### config.mk
export PLATFORM = sky130hd
export DESIGN_NAME = xdbl_result_reader
export DESIGN_NICKNAME = d
export VERILOG_FILES = /design/src/rtl/xdbl_result_reader.sv
export SDC_FILE = /design/constraint.sdc
export NUM_CORES = 1
export LEC_CHECK = 0
export BUFFER_PORTS_ARGS = -buffer_cell sky130_fd_sc_hd__buf_2
export CAP_MARGIN = 40
export CORE_ASPECT_RATIO = 0.6
export CORE_MARGIN = 8
export CORE_UTILIZATION = 31
export CTS_CLUSTER_SIZE = 25
export DETAILED_ROUTE_END_ITERATION = 10
export SYNTH_ARGS = -nofsm -noshare
export SYNTH_HDL_FRONTEND = slang
export SYNTH_SLANG_ARGS = --single-unit
### constraint.sdc
create_clock -name clk -period 4.2 [get_ports clk]
set_input_delay 0.21 -clock clk [delete_from_list [all_inputs] [get_ports clk]]
set_output_delay 0.21 -clock clk [all_outputs]
set_load 0.005 [all_outputs]
### src/rtl/xdbl_result_reader.sv
// xdbl_result_reader: streams the t2_0, t2_1, t3_0, t3_1 result memories as a valid/ready word stream.
// Define XDBL_READER_CHECKSUM_EN to append an XOR checksum word (out_sel=3, out_last=1) after the data.
module xdbl_result_reader #(
  parameter int RADIX      = 32,
  parameter int WIDTH_REAL = 14
) (
  input  logic                          clk,
  input  logic                          rst,
  input  logic                          start,
  output logic                          busy,
  output logic                          done,
  output logic                          mem_t2_0_rd_en,
  output logic                          mem_t2_1_rd_en,
  output logic                          mem_t3_0_rd_en,
  output logic                          mem_t3_1_rd_en,
  output logic [$clog2(WIDTH_REAL)-1:0] mem_t2_0_rd_addr,
  output logic [$clog2(WIDTH_REAL)-1:0] mem_t2_1_rd_addr,
  output logic [$clog2(WIDTH_REAL)-1:0] mem_t3_0_rd_addr,
  output logic [$clog2(WIDTH_REAL)-1:0] mem_t3_1_rd_addr,
  input  logic [RADIX-1:0]              mem_t2_0_dout,
  input  logic [RADIX-1:0]              mem_t2_1_dout,
  input  logic [RADIX-1:0]              mem_t3_0_dout,
  input  logic [RADIX-1:0]              mem_t3_1_dout,
  output logic                          out_valid,
  input  logic                          out_ready,
  output logic [RADIX-1:0]              out_data,
  output logic [1:0]                    out_sel,
  output logic                          out_last
);
  localparam int AW = $clog2(WIDTH_REAL);
  localparam logic [AW-1:0] LAST_ADDR = AW'(WIDTH_REAL - 1);

  typedef enum logic [2:0] {S_IDLE, S_READ, S_DRAIN, S_CSUM, S_DONE} state_t;
  typedef struct packed {
    logic [RADIX-1:0] data;
    logic [1:0]       sel;
    logic             last;
  } word_t;

  state_t           state, state_nxt;
  logic [AW-1:0]    addr;
  logic [1:0]       sel;
  logic             rd_vld, rd_last;
  logic [1:0]       rd_sel;
  word_t            fifo_q [2];
  logic             wr_ptr, rd_ptr;
  logic [1:0]       fifo_cnt;
  logic [1:0]       pending;
  logic             pop, issue, last_issue, fifo_push, fifo_pop;
  logic [RADIX-1:0] dout_mux;
  word_t            head;
`ifdef XDBL_READER_CHECKSUM_EN
  logic [RADIX-1:0] csum;
`endif

  // A read in flight counts as buffered: its word bypasses the FIFO when the FIFO is empty.
  assign pending    = fifo_cnt + {1'b0, rd_vld};
  assign pop        = out_valid && out_ready;
  assign issue      = (state == S_READ) && ((pending - {1'b0, pop}) < 2'd2);
  assign last_issue = (sel == 2'd3) && (addr == LAST_ADDR);
  assign fifo_pop   = pop && (fifo_cnt != 2'd0);
  assign fifo_push  = rd_vld && !(pop && (fifo_cnt == 2'd0));

  always_comb begin
    case (rd_sel)
      2'd0:    dout_mux = mem_t2_0_dout;
      2'd1:    dout_mux = mem_t2_1_dout;
      2'd2:    dout_mux = mem_t3_0_dout;
      default: dout_mux = mem_t3_1_dout;
    endcase
  end

  assign head = (fifo_cnt != 2'd0) ? fifo_q[rd_ptr] : {dout_mux, rd_sel, rd_last};

  // FSM: state register
  always_ff @(posedge clk or negedge rst) begin
    if (!rst) state <= S_IDLE;
    else      state <= state_nxt;
  end

  // FSM: next state
  always_comb begin
    state_nxt = state;
    case (state)
      S_IDLE:  if (start) state_nxt = S_READ;
      S_READ:  if (issue && last_issue) state_nxt = S_DRAIN;
      S_DRAIN: if ((pending - {1'b0, pop}) == 2'd0) begin
`ifdef XDBL_READER_CHECKSUM_EN
        state_nxt = S_CSUM;
`else
        state_nxt = S_DONE;
`endif
      end
      S_CSUM:  if (out_ready) state_nxt = S_DONE;
      S_DONE:  state_nxt = S_IDLE;
      default: state_nxt = S_IDLE;
    endcase
  end

  // FSM: outputs
  always_comb begin
    busy      = (state == S_READ) || (state == S_DRAIN) || (state == S_CSUM);
    done      = (state == S_DONE);
    out_valid = (pending != 2'd0);
    out_data  = '0;
    out_sel   = 2'd0;
    out_last  = 1'b0;
    if (pending != 2'd0) {out_data, out_sel, out_last} = head;
`ifdef XDBL_READER_CHECKSUM_EN
    if (state == S_CSUM) begin
      out_valid = 1'b1;
      out_data  = csum;
      out_sel   = 2'd3;
      out_last  = 1'b1;
    end
`endif
  end

  assign mem_t2_0_rd_en   = issue && (sel == 2'd0);
  assign mem_t2_1_rd_en   = issue && (sel == 2'd1);
  assign mem_t3_0_rd_en   = issue && (sel == 2'd2);
  assign mem_t3_1_rd_en   = issue && (sel == 2'd3);
  assign mem_t2_0_rd_addr = addr;
  assign mem_t2_1_rd_addr = addr;
  assign mem_t3_0_rd_addr = addr;
  assign mem_t3_1_rd_addr = addr;

  always_ff @(posedge clk or negedge rst) begin
    if (!rst) begin
      addr <= '0;
      sel  <= 2'd0;
    end else if (state == S_IDLE) begin
      addr <= '0;
      sel  <= 2'd0;
    end else if (issue) begin
      if (addr == LAST_ADDR) begin
        addr <= '0;
        sel  <= sel + 2'd1;
      end else begin
        addr <= addr + AW'(1);
      end
    end
  end

  always_ff @(posedge clk or negedge rst) begin
    if (!rst) begin
      rd_vld  <= 1'b0;
      rd_sel  <= 2'd0;
      rd_last <= 1'b0;
    end else begin
      rd_vld  <= issue;
      rd_sel  <= sel;
`ifdef XDBL_READER_CHECKSUM_EN
      rd_last <= 1'b0;
`else
      rd_last <= last_issue;
`endif
    end
  end

  always_ff @(posedge clk or negedge rst) begin
    if (!rst) begin
      for (int i = 0; i < 2; i++) fifo_q[i] <= '0;
      wr_ptr   <= 1'b0;
      rd_ptr   <= 1'b0;
      fifo_cnt <= 2'd0;
    end else begin
      if (fifo_push) begin
        fifo_q[wr_ptr] <= {dout_mux, rd_sel, rd_last};
        wr_ptr         <= ~wr_ptr;
      end
      if (fifo_pop) rd_ptr <= ~rd_ptr;
      fifo_cnt <= fifo_cnt + 2'(fifo_push) - 2'(fifo_pop);
    end
  end

`ifdef XDBL_READER_CHECKSUM_EN
  // Every data word passes through the capture cycle exactly once, so fold it in there.
  always_ff @(posedge clk or negedge rst) begin
    if (!rst)                 csum <= '0;
    else if (state == S_IDLE) csum <= '0;
    else if (rd_vld)          csum <= csum ^ dout_mux;
  end
`endif

endmodule
==> results of run 1 <==
==> cell type report <==
cell class	count	area [µm²]	share of cell area
clock inverters	4	48.8	0.00728
clock buffers	11	233	0.0347
inverters	10	37.5	0.00560
well taps	234	293	0.0437
flip-flops and latches	87	2180	0.325
repair buffers	200	1090	0.163
multi-input cells	276	2820	0.421
==> power by group <==
group | switching [mW] | internal (mW) | leakage (nW) | total, mW
clock | 0.300 | 0.457 | 0.139 | 0.757
combinational | 1.36 | 1.43 | 1.91 | 2.79
sequential | 0.274 | 1.22 | 1.05 | 1.50
==> per-layer routing <==
layer / share of wire / routed length [µm] / up-vias / global-route usage
met4: 0.0040 / 57 / 0 / 0.0235
met1: 0.45 / 6440 / 1966 / 0.168
met5: 0 / 0 / - / 0
met2: 0.46 / 6550 / 137 / 0.220
li1: - / - / 1907 / -
met3: 0.084 / 1200 / 7 / 0.0441
==> cell families (layout without fill, tap and decap cells) <==
group           after synthesis  after routing
compound gates               54             54
fa+ha+maj                    10             10
xor+xnor                      7              7
mux                         138            138
flops                        87             87
simple gates                 67             67
buf+inv                      53            225
==> path summary, 6_finish.rpt <==
kind,start,to,slack [ns],cells after the start
worst max-delay path,rd_vld,mem_t2_1_rd_en,1.52,8
worst min-delay path,start,state[0],0.17,3
worst max register to register,fifo_cnt[1],fifo_cnt[1],1.60,8
worst min register to register,sel[1],rd_sel[1],0.45,0
max in group asynchronous,rst,rd_ptr,2.74,3
min in group asynchronous,rst,fifo_q[28],0.46,2
==> cell usage in the layout (no fill, tap or decap), types with 4 or more instances in the layout <==
cell type  instances
buf_2            188
dfrtp_1           84
mux2_2            67
nor2_1            40
mux2i_1           36
a211oi_1          35
mux4_2            32
inv_1             10
ha_1              10
clkbuf_16          9
and3_1             7
buf_4              6
xnor2_1            4
nand2_1            4
o21ai_0            4
buf_12             4
==> registers in the layout (all words and copies together), names as in the netlist <==
name and cells:
fifo_cnt 2, fifo_q 70, mem_t2_0_rd_addr 4, rd_last 1
rd_ptr 1, rd_sel 2, rd_vld 1, sel 2
state 3, wr_ptr 1
==> worst max-delay path: cells and delay by family (launching register included) <==
family | cells | cell delay [ns]
xor+xnor | 2 | 0.69
buf+inv | 1 | 0.13
fa+ha+maj | 2 | 0.48
flops | 1 | 0.44
simple gates | 3 | 0.40
==> out/summary.txt, run 1 <==
final worst path period share -> 0.638
worst-path cell chain -> ha_1 -> xor2_1 -> nor2_4 -> nor2_1 -> ha_1 -> xnor3_1 -> and3_1 -> buf_2
Compound-Gate Fraction of Synth Area -> 0.0782
post-route setup TNS -> 0 ns
core area -> 0.0169 mm²
Area contributors post-synth -> dfrtp_1 (41%), mux2_2 (14%), mux4_2 (14%)
PostCTS Resize Cnt -> 0
ys flop type -> dfrtp_1
Mapped Area -> 0.00528 mm²
average wire per standard cell -> 17.3 µm
DP HPWL -> 10800 µm
final instance area -> 0.00670 mm²
Layout Cells excl Fill -> 822
Slew @ Worst Pin -> 0.893 ns
die height -> 117 µm
Avg Cell Area, Syn -> 12.7 µm²
VDD IR-drop max -> 315 µV
Post-Synth Adder-Cell Area -> 0.0237
post-synthesis net count -> 558
Slew Limit Fails -> 0
Layout area overhead -> 26.9%
Skew-Pair Late Insertion Delay -> 0.33 ns
Worst Hold Class -> input port to flip-flop
LEAKAGE -> 3.10 nW
asr flop ratio synth -> 1.00
slowest stage cell, crit path -> dfrtp_1
dpl cell area -> 0.00641 mm²
Die W -> 185 µm
vias in the first global route -> 4448
area leader, netlist -> dfrtp_1
Top cell by count, worst path -> ha_1
WP data required -> 3.99 ns
Avg Vias per Cell -> 4.89
YS warnings -> 0
layout cells sized above 1 -> 0.543
Antenna diodes -> 0
vias post-DR -> 4017
# setup viols final -> 0
Port Buffers -> 189
mux contribution to synthesized area -> 0.354
die area -> 0.0216 mm²
final hold viol count -> 0
fillers -> 1624
Power per Cell Area -> 753 mW/mm²
Cells after Synth -> 416
cts bufs inserted -> 9
library cells used by synthesis -> 43
Remaining DRCs -> 0
critical path peak fanout -> 10
Initial Utilization -> 0.313
nets@finish -> 726
total track usage -> 0.132
routability-driven placement congestion ratio -> 0.871
Slew HR -> 0.403
Max Freq -> 373 MHz
largest net degree at the start of global routing -> 74
final setup margin -> 1.52 ns
final wirelength -> 14300 µm
max incr delay on CP -> 0.44 ns
Post-Place Setup Slack -> 1.60 ns
Layout Utilization -> 0.397
starting DRC count in detailed routing -> 168
CTS Hold Bufs -> 1
global route total overflow -> 0
initial antenna violation count -> 0
most frequent cell after synthesis -> dfrtp_1
IO Count -> 190
critical path class -> flip-flop to output pin
Inst Count DP -> 806
largest family of logic cells by synthesized area -> multiplexers
max_cap viols -> 0
Yosys reg bits -> 87
Core Rows -> 37
Crit. End Element -> output pin
Clock Skew -> 0.0115 ns
postcts setup bufs -> 0
simple-gate area share of the yosys netlist -> 0.0592
EDFF count, synth -> 0
status -> completed
Total Power -> 5.05 mW
synth cell count leaders -> dfrtp_1 (87), mux2_2 (67), nor2_1 (41)
Yosys top cell area share -> 0.412
htree depth -> 3
RSZ-0062 raised after global routing -> no
CTS root buf -> clkbuf_16
first-pass GRT wire length -> 22700 µm
register area share after synthesis -> 0.412
Routed Antenna Nets -> 0
CP Launch Type -> flip-flop
Longest Clk Path Bufs -> 2
Worst-path clk slew -> 0.07 ns
Worst EP arrival -> 2.47 ns
hold slack -> 0.174 ns
post-route minimum period -> 2.68 ns
TritonRoute pass-1 iters -> 4
Post-Synth XOR/XNOR Area -> 0.0171
CTS tree -> built
clk sink count -> 87
Power figures use the tool's default switching activity.
==> run 2, diff against run 1 <==
ABC_AREA = 1   (was unset)
clock period = 2.44 ns   (was 4.2 ns; I/O delays follow)
==> run 2 against run 1 <==
Against the previous run:
- area after synthesis grew 5.7%
- global-route usage grew 2.4 points
- routed wire length grew 27%
- register-to-register slack lost 1.2 ns
==> out/summary.txt, run 2 <==
total track usage -> 0.157 (was 0.132)
initial antenna violation count -> 0 (unchanged)
Slew Limit Fails -> 0 (unchanged)
global route total overflow -> 0 (unchanged)
Layout area overhead -> 24.7% (was 26.9%)
Routed Antenna Nets -> 0 (unchanged)
die height -> 120 µm (was 117 µm)
Avg Cell Area, Syn -> 7.65 µm² (was 12.7 µm²)
hold slack -> 0.103 ns (was 0.174 ns)
starting DRC count in detailed routing -> 347 (was 168)
Initial Utilization -> 0.313 (about the same)
average wire per standard cell -> 15.9 µm (was 17.3 µm)
postcts setup bufs -> 0 (unchanged)
routability-driven placement congestion ratio -> 0.776 (was 0.871)
vias in the first global route -> 5234 (was 4448)
WP data required -> 2.32 ns (was 3.99 ns)
layout cells sized above 1 -> 0.363 (was 0.543)
clk sink count -> 87 (unchanged)
Crit. End Element -> output pin (unchanged)
max reg flops -> 70 (unchanged)
Layout Cells excl Fill -> 1135 (was 822)
nets@finish -> 1032 (was 726)
Yosys top cell area share -> 0.390 (was 0.412)
most frequent cells in the layout -> nand2_1 (229), buf_2 (188), dfrtp_1 (85), nand3_1 (70), o21ai_1 (54) (was buf_2 (188), dfrtp_1 (84), mux2_2 (67), nor2_1 (40), mux2i_1 (36))
YS warnings -> 0 (unchanged)
register area share after synthesis -> 0.390 (was 0.412)
Power per Cell Area -> 1410 mW/mm² (was 753 mW/mm²)
Area contributors post-synth -> dfrtp_1 (39%), nand2_1 (15%), o21ai_2 (7.7%) (was dfrtp_1 (41%), mux2_2 (14%), mux4_2 (14%))
CP Launch Type -> flip-flop (unchanged)
IO Count -> 190 (unchanged)
Port Buffers -> 189 (unchanged)
VDD IR-drop max -> 524 µV (was 315 µV)
critical path class -> flip-flop to output pin (unchanged)
final hold viol count -> 0 (unchanged)
final worst path period share -> 0.967
multi-input logic area -> 0.00292 mm² (was 0.00282 mm²)
Slew @ Worst Pin -> 0.577 ns (was 0.893 ns)
synth cell count leaders -> nand2_1 (229), dfrtp_1 (87), nand3_1 (71) (was dfrtp_1 (87), mux2_2 (67), nor2_1 (41))
Avg Vias per Cell -> 4.75 (was 4.89)
vias post-DR -> 5394 (was 4017)
Reg with most FFs -> fifo_q (unchanged)
critical path peak fanout -> 7 (was 10)
commonest non-fill, non-tap cell in the layout -> nand2_1 (was buf_2)
core area -> 0.0178 mm² (was 0.0169 mm²)
Core Rows -> 38 (was 37)
cts bufs inserted -> 9 (unchanged)
post-synthesis net count -> 872 (was 558)
largest net degree at the start of global routing -> 87 (was 74)
Seq. cell area -> 0.00218 mm² (about the same)
Worst Hold Class -> input port to flip-flop (unchanged)
first-pass GRT wire length -> 28600 µm (was 22700 µm)
# setup viols final -> 0 (unchanged)
Yosys reg bits -> 87 (unchanged)
library cells used by synthesis -> 28 (was 43)
DP HPWL -> 12900 µm (was 10800 µm)
Skew-Pair Late Insertion Delay -> 0.34 ns (was 0.33 ns)
ys flop type -> dfrtp_1 (unchanged)
asr flop ratio synth -> 1.00 (unchanged)
Antenna diodes -> 0 (unchanged)
max_cap viols -> 0 (unchanged)
htree depth -> 3 (unchanged)
post-route setup TNS -> 0 ns (unchanged)
final setup margin -> 0.0816 ns (was 1.52 ns)
post-route minimum period -> 2.36 ns
Longest Clk Path Bufs -> 2 (unchanged)
Max Freq -> 424 MHz
CTS root buf -> clkbuf_16 (unchanged)
Worst-path clk slew -> 0.06 ns (was 0.07 ns)
Inst Count DP -> 1118 (was 806)
most frequent cell after synthesis -> nand2_1 (was dfrtp_1)
Cells after Synth -> 730 (was 416)
die area -> 0.0227 mm² (was 0.0216 mm²)
CTS tree -> built (unchanged)
Clock Skew -> 0.00769 ns (was 0.0115 ns)
TritonRoute pass-1 iters -> 4 (unchanged)
area leader, netlist -> dfrtp_1 (unchanged)
Slew HR -> 0.613 (was 0.403)
Mapped Area -> 0.00558 mm² (was 0.00528 mm²)
Worst EP arrival -> 2.24 ns (was 2.47 ns)
Die W -> 189 µm (was 185 µm)
final wirelength -> 18000 µm (was 14300 µm)
Total Power -> 9.83 mW (was 5.05 mW)
Post-Place Setup Slack -> 0.291 ns (was 1.60 ns)
status -> completed (unchanged)
LEAKAGE -> 3.53 nW (was 3.10 nW)
Remaining DRCs -> 0 (unchanged)
fillers -> 1918 (was 1624)
EDFF count, synth -> 0 (unchanged)
-- run 2: cells by family after synthesis --
group / after synthesis / share of synthesized area
simple gates: 362 / 0.295
compound gates: 179 / 0.194
buf+inv: 88 / 0.0921
flops: 87 / 0.390
fa+ha+maj: 10 / 0.0224
xor+xnor: 4 / 0.00628
-- run 2: repair_timing --
action / in CTS / in global routing
pin swaps: 0 / 0
setup endpoints to repair: 2 / 24
gates resized for setup: 2 / 6
hold buffers: 1 / 0
hold endpoints to repair: 87 / 0
gates cloned: 0 / 0
-- run 2: cell type report --
cell class / instances / share of cell area
clock buffers: 12 / 0.0354
inverters: 27 / 0.0146
repair buffers: 210 / 0.167
multi-input cells: 555 / 0.419
well taps: 240 / 0.0431
clock inverters: 4 / 0.00773
flip-flops and latches: 87 / 0.313
-- run 2: worst paths after layout --
kind,start,endpoint,slack (ns),cells after the start
worst min-delay path,mem_t3_1_dout[5],fifo_q[43],0.10,3
worst max-delay path,fifo_cnt[0],mem_t3_1_rd_en,0.08,10
min in group asynchronous,rst,fifo_q[48],0.12,2
max in group asynchronous,rst,fifo_cnt[0],1.66,3
worst min register to register,fifo_q[1],fifo_q[1],0.48,2
worst max register to register,fifo_cnt[0],fifo_cnt[1],0.37,12
-- run 2: where the power goes --
group	total, mW	switching (mW)	internal [mW]	leakage, nW
registers	2.46	0.428	2.03	1.11
clock network	1.40	0.576	0.826	0.139
logic	5.97	3.79	2.18	2.28
total	9.83	4.79	5.04	3.53
-- run 2: metrics by stage --
stage          area [µm²]   util
2_1_floorplan        5580      -
3_3_place_gp         6620  0.371
3_5_place_dp         6620  0.371
4_1_cts              6940  0.389
5_1_grt              6960  0.390
6_report             6960  0.390
-- run 2: critical path, stage by stage, from the launching register on --
cell     delay, ns
dfrtp_2       0.45
ha_4          0.21
inv_1         0.12
nand3_4       0.12
nand2_1       0.09
inv_2         0.04
ha_1          0.19
nand3_1       0.18
nand3_4       0.16
nor2_1        0.18
buf_2         0.15
-- run 2: per-layer routing --
metal  vias up  track usage  share of wire
li1       2731            -              -
met1      2480        0.224           0.50
met2       173        0.231           0.42
met3        10       0.0475          0.074
met4         0       0.0287         0.0054
met5         -            0              0
==> run 3, diff against run 2 <==
==> constraint.sdc (replaced) <==
create_clock -name clk -period 2.4 [get_ports clk]
set_input_delay 0.12 -clock clk [delete_from_list [all_inputs] [get_ports clk]]
set_output_delay 0.12 -clock clk [all_outputs]
set_load 0.02 [all_outputs]
==> run 3 against run 2 <==
Against the previous run:
- combinational power grew 16%
- critical path depth grew 2
- cell count rose by 0.44%
- count of clock-buffer cells in the layout fell by 1
- register-to-register slack worse by 0.09 ns
- first-iteration DRC count rose by 1.2%
- sequential cell count unchanged
- non-clock buffer count up 6
- power grew 11%
- sequential share of layout area is 0.40 points lower
- critical endpoint is now mem_t3_0_rd_en
- largest power group unchanged
- highest routed layer unchanged
==> out/summary.txt, run 3 (synthesized netlist as in run 2, its figures left out) <==
VDD IR-drop max -> 502 µV (was 524 µV)
max reg flops -> 70 (unchanged)
WP data required -> 2.28 ns (was 2.32 ns)
largest net degree at the start of global routing -> 45 (was 87)
Worst Hold Class -> input port to flip-flop (unchanged)
# setup viols final -> 0 (unchanged)
final hold viol count -> 0 (unchanged)
power share of the combinational group -> 0.635 (was 0.607)
routability-driven placement congestion ratio -> 0.767 (was 0.776)
vias in the first global route -> 5348 (was 5234)
slowest stage cell, crit path -> dfrtp_2 (unchanged)
LEAKAGE -> 3.58 nW (was 3.53 nW)
die area -> 0.0227 mm² (unchanged)
Avg Vias per Cell -> 4.80 (was 4.75)
global route total overflow -> 0 (unchanged)
starting DRC count in detailed routing -> 351 (was 347)
CTS tree -> built (unchanged)
Power per Cell Area -> 1540 mW/mm² (was 1410 mW/mm²)
critical path peak fanout -> 6 (was 7)
Worst EP arrival -> 2.14 ns (was 2.24 ns)
Seq pwr share -> 0.228 (was 0.250)
CP Launch Type -> flip-flop (unchanged)
Total Power -> 10.9 mW (was 9.83 mW)
final wirelength -> 18000 µm (about the same)
Die W -> 189 µm (unchanged)
Sw Ratio -> 0.512 (was 0.488)
Port Buffers -> 189 (unchanged)
Clock Skew -> 0.00525 ns (was 0.00769 ns)
core area -> 0.0178 mm² (unchanged)
Skew-Pair Late Insertion Delay -> 0.34 ns (about the same)
max incr delay on CP -> 0.45 ns (about the same)
Core Rows -> 38 (unchanged)
Max Freq -> 442 MHz
critical path class -> flip-flop to output pin (unchanged)
first-pass GRT wire length -> 29200 µm (was 28600 µm)
initial antenna violation count -> 0 (unchanged)
Longest Clk Path Bufs -> 2 (unchanged)
max_cap viols -> 0 (unchanged)
status -> completed (unchanged)
vias post-DR -> 5470 (was 5394)
most frequent cells in the layout -> nand2_1 (228), buf_2 (185), dfrtp_1 (86), nand3_1 (69), o21ai_1 (52) (was nand2_1 (229), buf_2 (188), dfrtp_1 (85), nand3_1 (70), o21ai_1 (54))
Worst-path clk slew -> 0.06 ns (about the same)
clk sink count -> 87 (unchanged)
post-route setup TNS -> 0 ns (unchanged)
RSZ-0062 raised after global routing -> yes
die height -> 120 µm (unchanged)
Slew @ Worst Pin -> 0.604 ns (was 0.577 ns)
final instance area -> 0.00704 mm² (was 0.00696 mm²)
cts bufs inserted -> 9 (unchanged)
average wire per standard cell -> 15.8 µm (was 15.9 µm)
Reg with most FFs -> fifo_q (unchanged)
TritonRoute pass-1 iters -> 6 (was 4)
hold path depth -> 3 (unchanged)
Crit. End Element -> output pin (unchanged)
commonest non-fill, non-tap cell in the layout -> nand2_1 (unchanged)
htree depth -> 3 (unchanged)
final worst path period share -> 0.943
Worst Reg-to-Reg Cells -> 15 (was 12)
Sw Pwr -> 5.56 mW (was 4.79 mW)
Remaining DRCs -> 0 (unchanged)
Slew HR -> 0.598 (was 0.613)
clock network fraction of design power -> 0.137 (was 0.143)
Initial Utilization -> 0.313 (unchanged)
Routed Antenna Nets -> 0 (unchanged)
nets@finish -> 1038 (was 1032)
Slew Limit Fails -> 0 (unchanged)
post-route minimum period -> 2.26 ns
total track usage -> 0.158 (was 0.157)
dpl cell area -> 0.00665 mm² (was 0.00662 mm²)
Antenna diodes -> 0 (unchanged)
worst-path cell chain -> ha_4 -> inv_1 -> nand2_1 -> nand3_4 -> nand2_1 -> inv_2 -> ha_1 -> inv_1 -> nand3_2 -> nand3_4 -> nor2_1 -> buf_2 (was ha_4 -> inv_1 -> nand3_4 -> nand2_1 -> inv_2 -> ha_1 -> nand3_1 -> nand3_4 -> nor2_1 -> buf_2)
Layout area overhead -> 26.2% (was 24.7%)
CTS root buf -> clkbuf_16 (unchanged)
DP HPWL -> 13200 µm (was 12900 µm)
Pint -> 5.30 mW (was 5.04 mW)
layout cells sized above 1 -> 0.373 (was 0.363)
IO Count -> 190 (unchanged)
## run 3: worst max-delay path: cells and delay by family, from the launching register on
family,cells,cell delay (ns)
and+or+nand+nor,6,0.65
DFF,1,0.45
adders and majority gates,2,0.37
buffers and inverters,4,0.35
## run 3: stage by stage
step	hold WS [ns]	utilization	instances	setup slack, ns
global placement	0.166	0.373	1122	0.291
floorplan	-0.176	-	730	0.219
finish	0.113	0.395	1140	0.137
detailed placement	0.167	0.373	1122	0.241
global route	0.112	0.395	1140	-0.0108
CTS	0.104	0.393	1139	0.0223
## run 3: path summary, 6_finish.rpt
| kind | startpoint | to | slack [ns] |
|---|---|---|---|
| worst max-delay path | fifo_cnt[0] | mem_t3_0_rd_en | 0.14 |
| worst min-delay path | mem_t3_1_dout[5] | fifo_q[43] | 0.11 |
| worst max register to register | fifo_cnt[0] | sel[1] | 0.28 |
| worst min register to register | fifo_q[1] | fifo_q[1] | 0.48 |
| max in group asynchronous | rst | fifo_cnt[0] | 1.35 |
| min in group asynchronous | rst | fifo_q[46] | 0.35 |
## run 3: layer usage
layer	up-vias	wire [µm]	track usage
li1	2743	-	-
met2	196	7600	0.240
met5	-	0	0
met1	2521	8720	0.224
met4	0	102	0.0185
met3	10	1560	0.0498
## run 3: repair_timing
action / 4_1_cts / 5_1_grt
resized for setup: 4 / 12
setup endpoints to repair: 5 / 9
setup buffers: 1 / 1
cloned: 0 / 0
hold buffers: 1 / 0
pin swaps: 1 / 1
hold endpoints to repair: 43 / 0
## run 3: power groups by stage
stage / clock network (mW) / logic [mW] / registers [mW]
floorplan: 0 / 4.94 / 2.41
finish: 1.49 / 6.90 / 2.47
CTS: 1.54 / 6.94 / 2.47
global route: 1.59 / 7.73 / 2.55
detailed placement: 0 / 6.88 / 2.48
global placement: 0 / 6.84 / 2.48
## run 3: final cells by class
type / count / area (µm²)
fill: 1896 / 10800
tap: 240 / 300
clock buffer: 11 / 243
inverter: 27 / 101
clock inverter: 4 / 70.1
multi-input combinational: 555 / 2940
sequential: 87 / 2180
timing repair buffer: 216 / 1210
